==> src/rtl/rom_access_arbiter.sv <==
// rom_access_arbiter: shares one combinational instruction ROM between the
// instruction-fetch (if_*) and data-load (ld_*) requesters. It drives the ROM
// for WAIT_CYCLES cycles, captures the 64-bit word, and returns it to the
// winning requester with a one-cycle valid pulse.
// Optional feature: define ROM_ARB_RR_EN for round-robin arbitration on
// contention. Without it, ld_req always has priority over if_req.
module rom_access_arbiter #(
  parameter int unsigned ADDR_W      = 32,
  parameter int unsigned DATA_W      = 64,
  parameter int unsigned WAIT_CYCLES = 1
) (
  input  logic              clock,
  input  logic              reset_n,
  input  logic              if_req,
  input  logic [ADDR_W-1:0] if_addr,
  output logic              if_gnt,
  output logic              if_valid,
  output logic [DATA_W-1:0] if_data,
  input  logic              ld_req,
  input  logic [ADDR_W-1:0] ld_addr,
  output logic              ld_gnt,
  output logic              ld_valid,
  output logic [DATA_W-1:0] ld_data,
  output logic [ADDR_W-1:0] rom_address,
  output logic              rom_cs,
  output logic              rom_oe,
  input  logic [DATA_W-1:0] rom_data,
  output logic              busy
);

  localparam int unsigned CNT_W = (WAIT_CYCLES < 1) ? 1 : $clog2(WAIT_CYCLES + 1);
  localparam logic [CNT_W-1:0] CNT_LOAD = CNT_W'(WAIT_CYCLES - 1);

  typedef enum logic [1:0] {
    S_IDLE   = 2'd0,
    S_ACCESS = 2'd1,
    S_DONE   = 2'd2
  } state_e;

  state_e            state_q;
  logic [CNT_W-1:0]  cnt_q;
  logic              owner_ld_q;
  logic              pick_ld_d;
  logic [ADDR_W-1:0] grant_addr_d;
  logic [ADDR_W-1:0] aligned_addr_d;
  logic              unused_addr_lsbs;

`ifdef ROM_ARB_RR_EN
  logic last_ld_q;

  // Round-robin: on contention, the requester that was not served last wins.
  always_comb begin
    pick_ld_d = 1'b0;
    if (ld_req && if_req) begin
      pick_ld_d = ~last_ld_q;
    end else begin
      pick_ld_d = ld_req;
    end
  end
`else
  // Fixed priority: a pending load always beats a fetch.
  always_comb begin
    pick_ld_d = ld_req;
  end
`endif

  // Select the winner's address and force word alignment.
  always_comb begin
    grant_addr_d   = pick_ld_d ? ld_addr : if_addr;
    aligned_addr_d = {grant_addr_d[ADDR_W-1:2], 2'b00};
  end

  assign unused_addr_lsbs = ^grant_addr_d[1:0];

  // Access sequencer IDLE -> ACCESS -> DONE, with all outputs registered.
  always_ff @(posedge clock or negedge reset_n) begin
    if (!reset_n) begin
      state_q     <= S_IDLE;
      cnt_q       <= '0;
      owner_ld_q  <= 1'b0;
      if_gnt      <= 1'b0;
      ld_gnt      <= 1'b0;
      if_valid    <= 1'b0;
      ld_valid    <= 1'b0;
      if_data     <= '0;
      ld_data     <= '0;
      rom_address <= '0;
      rom_cs      <= 1'b0;
      rom_oe      <= 1'b0;
      busy        <= 1'b0;
`ifdef ROM_ARB_RR_EN
      last_ld_q   <= 1'b0;
`endif
    end else begin
      if_gnt   <= 1'b0;
      ld_gnt   <= 1'b0;
      if_valid <= 1'b0;
      ld_valid <= 1'b0;
      case (state_q)
        S_IDLE: begin
          if (if_req || ld_req) begin
            owner_ld_q  <= pick_ld_d;
            rom_address <= aligned_addr_d;
            rom_cs      <= 1'b1;
            rom_oe      <= 1'b1;
            busy        <= 1'b1;
            cnt_q       <= CNT_LOAD;
            if_gnt      <= ~pick_ld_d;
            ld_gnt      <= pick_ld_d;
            state_q     <= S_ACCESS;
`ifdef ROM_ARB_RR_EN
            last_ld_q   <= pick_ld_d;
`endif
          end
        end
        S_ACCESS: begin
          if (cnt_q == '0) begin
            if (owner_ld_q) begin
              ld_data <= rom_data;
            end else begin
              if_data <= rom_data;
            end
            rom_cs   <= 1'b0;
            rom_oe   <= 1'b0;
            if_valid <= ~owner_ld_q;
            ld_valid <= owner_ld_q;
            state_q  <= S_DONE;
          end else begin
            cnt_q <= cnt_q - CNT_W'(1);
          end
        end
        S_DONE: begin
          busy    <= 1'b0;
          state_q <= S_IDLE;
        end
        default: begin
          state_q <= S_IDLE;
        end
      endcase
    end
  end

endmodule

==> config.mk <==
export PLATFORM = sky130hd
export DESIGN_NAME = rom_access_arbiter
export DESIGN_NICKNAME = d
export VERILOG_FILES = /design/src/rtl/rom_access_arbiter.sv
export SDC_FILE = /design/constraint.sdc
export NUM_CORES = 1
export LEC_CHECK = 0
export CAP_MARGIN = 20
export CORE_MARGIN = 2
export CORE_UTILIZATION = 45
export CTS_BUF_LIST = sky130_fd_sc_hd__clkbuf_8
export DETAILED_ROUTE_END_ITERATION = 6
export GPL_ROUTABILITY_DRIVEN = 1
export GPL_TIMING_DRIVEN = 1
export PLACE_DENSITY_LB_ADDON = 0.08
export SLEW_MARGIN = 0
export SYNTH_ARGS = -nofsm -noshare
export SYNTH_HDL_FRONTEND = slang
export SYNTH_SLANG_ARGS = --single-unit
==> constraint.sdc <==
create_clock -name clock -period 3.6 [get_ports clock]
set_input_delay 0.36 -clock clock [delete_from_list [all_inputs] [get_ports clock]]
set_output_delay 0.36 -clock clock [all_outputs]
set_load 0.02 [all_outputs]
==> flow_summary_export.csv <==
group,metric,value,unit
job,maxCapViolations,0,
sta,tns,0,ns
critical_path,worstReg2RegStart,"state_q[1]$_DFFE_PN0P_",
critical_path,cp_cell_sequence,"nand2b_4 -> inv_2 -> nand2_4 -> buf_4 -> mux2_4",
clocking,clk_root_buffer_cell,"clkbuf_8",
logic_synthesis,synth_area_leader_cell,"dfrtp_1",
clocking,numClockSinks,167,
logic_synthesis,avgSynthCellArea,17.5,sq um
drt,drt_iter0_markers,181,
logic_synthesis,synthCells,395,
place,routabilityCongestion,0.738,
critical_path,endpoint_kind,"flop",
global_routing,grt_max_degree,94,
layout,fin_cells,888,
clocking,clk_latency,0.45,ns
logic_synthesis,netlist_top_cells_area,"dfrtp_1 (60%), mux2_2 (18%), mux2_4 (17%)",
floorplanning,start_util,45.8,%
logic_synthesis,synth_cell_types,16,
power_and_ir_drop,power.density,999,nW/um^2
floorplanning,die_h,128,um
critical_path,r2r_end,"ld_data[51]$_DFFE_PN0P_",
place,place_inst,855,
floorplanning,fp-row-count,45,
sta,finalHoldViolations,0,
place,hpwl,11.8,mm
sta,clock_skew,0.0119,ns
clocking,post-cts-setup-buffers,0,
drt,wirelength,16.3,mm
sta,period_minus_slack,2.20,ns
power_and_ir_drop,irDropWorstVdd,0.461,mV
critical_path,path_delay_family,"simple AND/OR/NAND/NOR gates",
floorplanning,die_w,128,um
floorplanning,ios,299,
layout,area_growth,49.3,%
critical_path,path_buf_inv,2,
logic_synthesis,ys_warn_count,0,
layout,layout_common_cells,"clkdlybuf4s50_1 (291), dfrtp_1 (167), mux2_2 (112)",
worst_hold_path,hold_path.class,"in -> async",
global_routing,antenna_found_initial,0,
sta,slew_viol_final,0,
drt,avgViaCountPerCell,4.91,
global_routing,grt_pass1_vias,4784,
clocking,clockBufferDepth,2,
global_routing,grt_util_all_layers,20.3,%
layout,antenna_cells,0,
clocking,cts_htree_levels,4,
logic_synthesis,syn_area,6910,sq um
critical_path,crit_arrival,2.53,ns
layout,drive_gt1_share,32.9,%
critical_path,slowest_stage,"nand2_4",
drt,num_vias,4362,
layout,layout_commonest_cell,"clkdlybuf4s50_1",
critical_path,crit_fanout,49,
critical_path,crit_path_max_incr_delay,0.65,ns
critical_path,reg2reg_slack,1.40,ns
clocking,cts_tree,"built",
drt,post-route-drc-count,0,
run_status,status,"finished, final reports clean",
power_and_ir_drop,p_leak,4.50,nW
logic_synthesis,yosysTopAreaCellShare,60.5,%
drt,drtAntennaViolNets,0,
place,port_buffers,292,
critical_path,start_kind,"flop",
clocking,numCtsBuffers,17,
sta,grt_setup_unrepaired,"no",
critical_path,required,3.93,ns
logic_synthesis,ys_seq_area_share,60.5,%
layout,nFillCells,1094,
sta,finalCritPeriodShare,61.0,%
critical_path,worstSetupPathType,"reg -> reg",
sta,tightest_slew,1.05,ns
global_routing,grt.overflow.total,0,
sta,setup_viol,0,
sta,fmax,455,MHz
critical_path,r2r_cells,5,
floorplanning,dieArea,16400,sq um
clocking,path_clk_slew,0.09,ns
drt,drt_first_pass_iters,4,
drt,routedWlPerCell,18.3,um
logic_synthesis,synth_seq_cells,167,
clocking,cts_resized,0,
sta,relSlewSlack,30.1,%
global_routing,grt_pass1_wl,25.5,mm
floorplanning,core,15100,sq um
layout,nets,819,
-- metrics by stage --
stage / hold slack, ns / instance area (sq um) / setup WS, ns / power [W] / utilization [%]
finish: 0.481 / 10300 / 1.40 / 0.0103 / 68.3
detailed placement: 0.428 / 9900 / 1.33 / 0.00904 / 65.6
global route: 0.512 / 10300 / 1.28 / 0.0108 / 68.3
floorplan: 0.0644 / 6910 / 2.21 / 0.00658 / -
CTS: 0.475 / 10300 / 1.37 / 0.0104 / 68.3
global placement: 0.415 / 9900 / 1.36 / 0.00891 / 65.6
-- per-layer routing --
| metal | track usage, % | part of all wire (%) | up-vias |
|---|---|---|---|
| met2 | 33.8 | 50 | 177 |
| met4 | 7.24 | 2.1 | 0 |
| met5 | 0 | 0 | - |
| met1 | 24.3 | 40 | 2188 |
| li1 | - | - | 1975 |
| met3 | 7.55 | 7.5 | 22 |
-- cell families after synthesis --
group	share of synthesized area, %
multiplexers	34.8
AND/OR/NAND/NOR	0.652
buffers and inverters	3.60
AO/OA/AOI/OAI	0.435
other	0.0543
flip-flops	60.5
-- final cells by class --
type	count	area, sq um	area share [%]
Inverter	2	7.51	0.0728
Timing Repair Buffer	297	2990	29.0
Clock buffer	17	234	2.27
Sequential cell	167	4180	40.5
Tap cell	188	235	2.28
Multi-Input combinational cell	202	2500	24.3
Clock inverter	15	166	1.61
-- how the worst max path moves through the flow --
stage / from / endpoint / depth (start not counted)
after floorplan: state_q[1]$_DFFE_PN0P_ / if_data[0]$_DFFE_PN0P_ / 5
after global placement: ld_req / rom_address[3]$_DFFE_PN0P_ / 3
after detailed placement: ld_req / rom_address[2]$_DFFE_PN0P_ / 3
after CTS: state_q[1]$_DFFE_PN0P_ / ld_data[51]$_DFFE_PN0P_ / 5
after global routing: state_q[1]$_DFFE_PN0P_ / ld_data[53]$_DFFE_PN0P_ / 5
final: state_q[1]$_DFFE_PN0P_ / ld_data[51]$_DFFE_PN0P_ / 5
-- power breakdown --
group          internal [W]  leakage [nW]  switching (W)  total, W
clock network      0.000631         0.199       0.000720   0.00135
logic               0.00313          2.33        0.00245   0.00558
registers           0.00284          1.96       0.000523   0.00337
total               0.00660          4.50        0.00369    0.0103
-- cell usage after synthesis (all sizes together) --
library cell,number
dfrtp,167
and2,1
mux2,188
buf,25
o21a,1
nand2,2
inv,2
a21o,3
nand2b,2
conb,1
nor2,3
-- worst register-to-register path: stages (launching register included) --
cell      delay (ns)
dfrtp_1         0.38
nand2b_4        0.16
inv_2           0.06
nand2_4         0.65
buf_4           0.48
mux2_4          0.35
-- state kept, by name (all words and copies together), names as in the netlist --
name,cells
if_data,64
ld_valid,1
if_gnt,1
busy,1
rom_oe,1
rom_address,30
ld_gnt,1
state_q,2
owner_ld_q,1
if_valid,1
ld_data,64
-- repair_timing --
action | in CTS | in global routing
setup endpoints to repair | 0 | 0
hold buffers | 1 | 0
endpoints found under the hold margin | 74 | 0
Power figures use the tool's default switching activity.
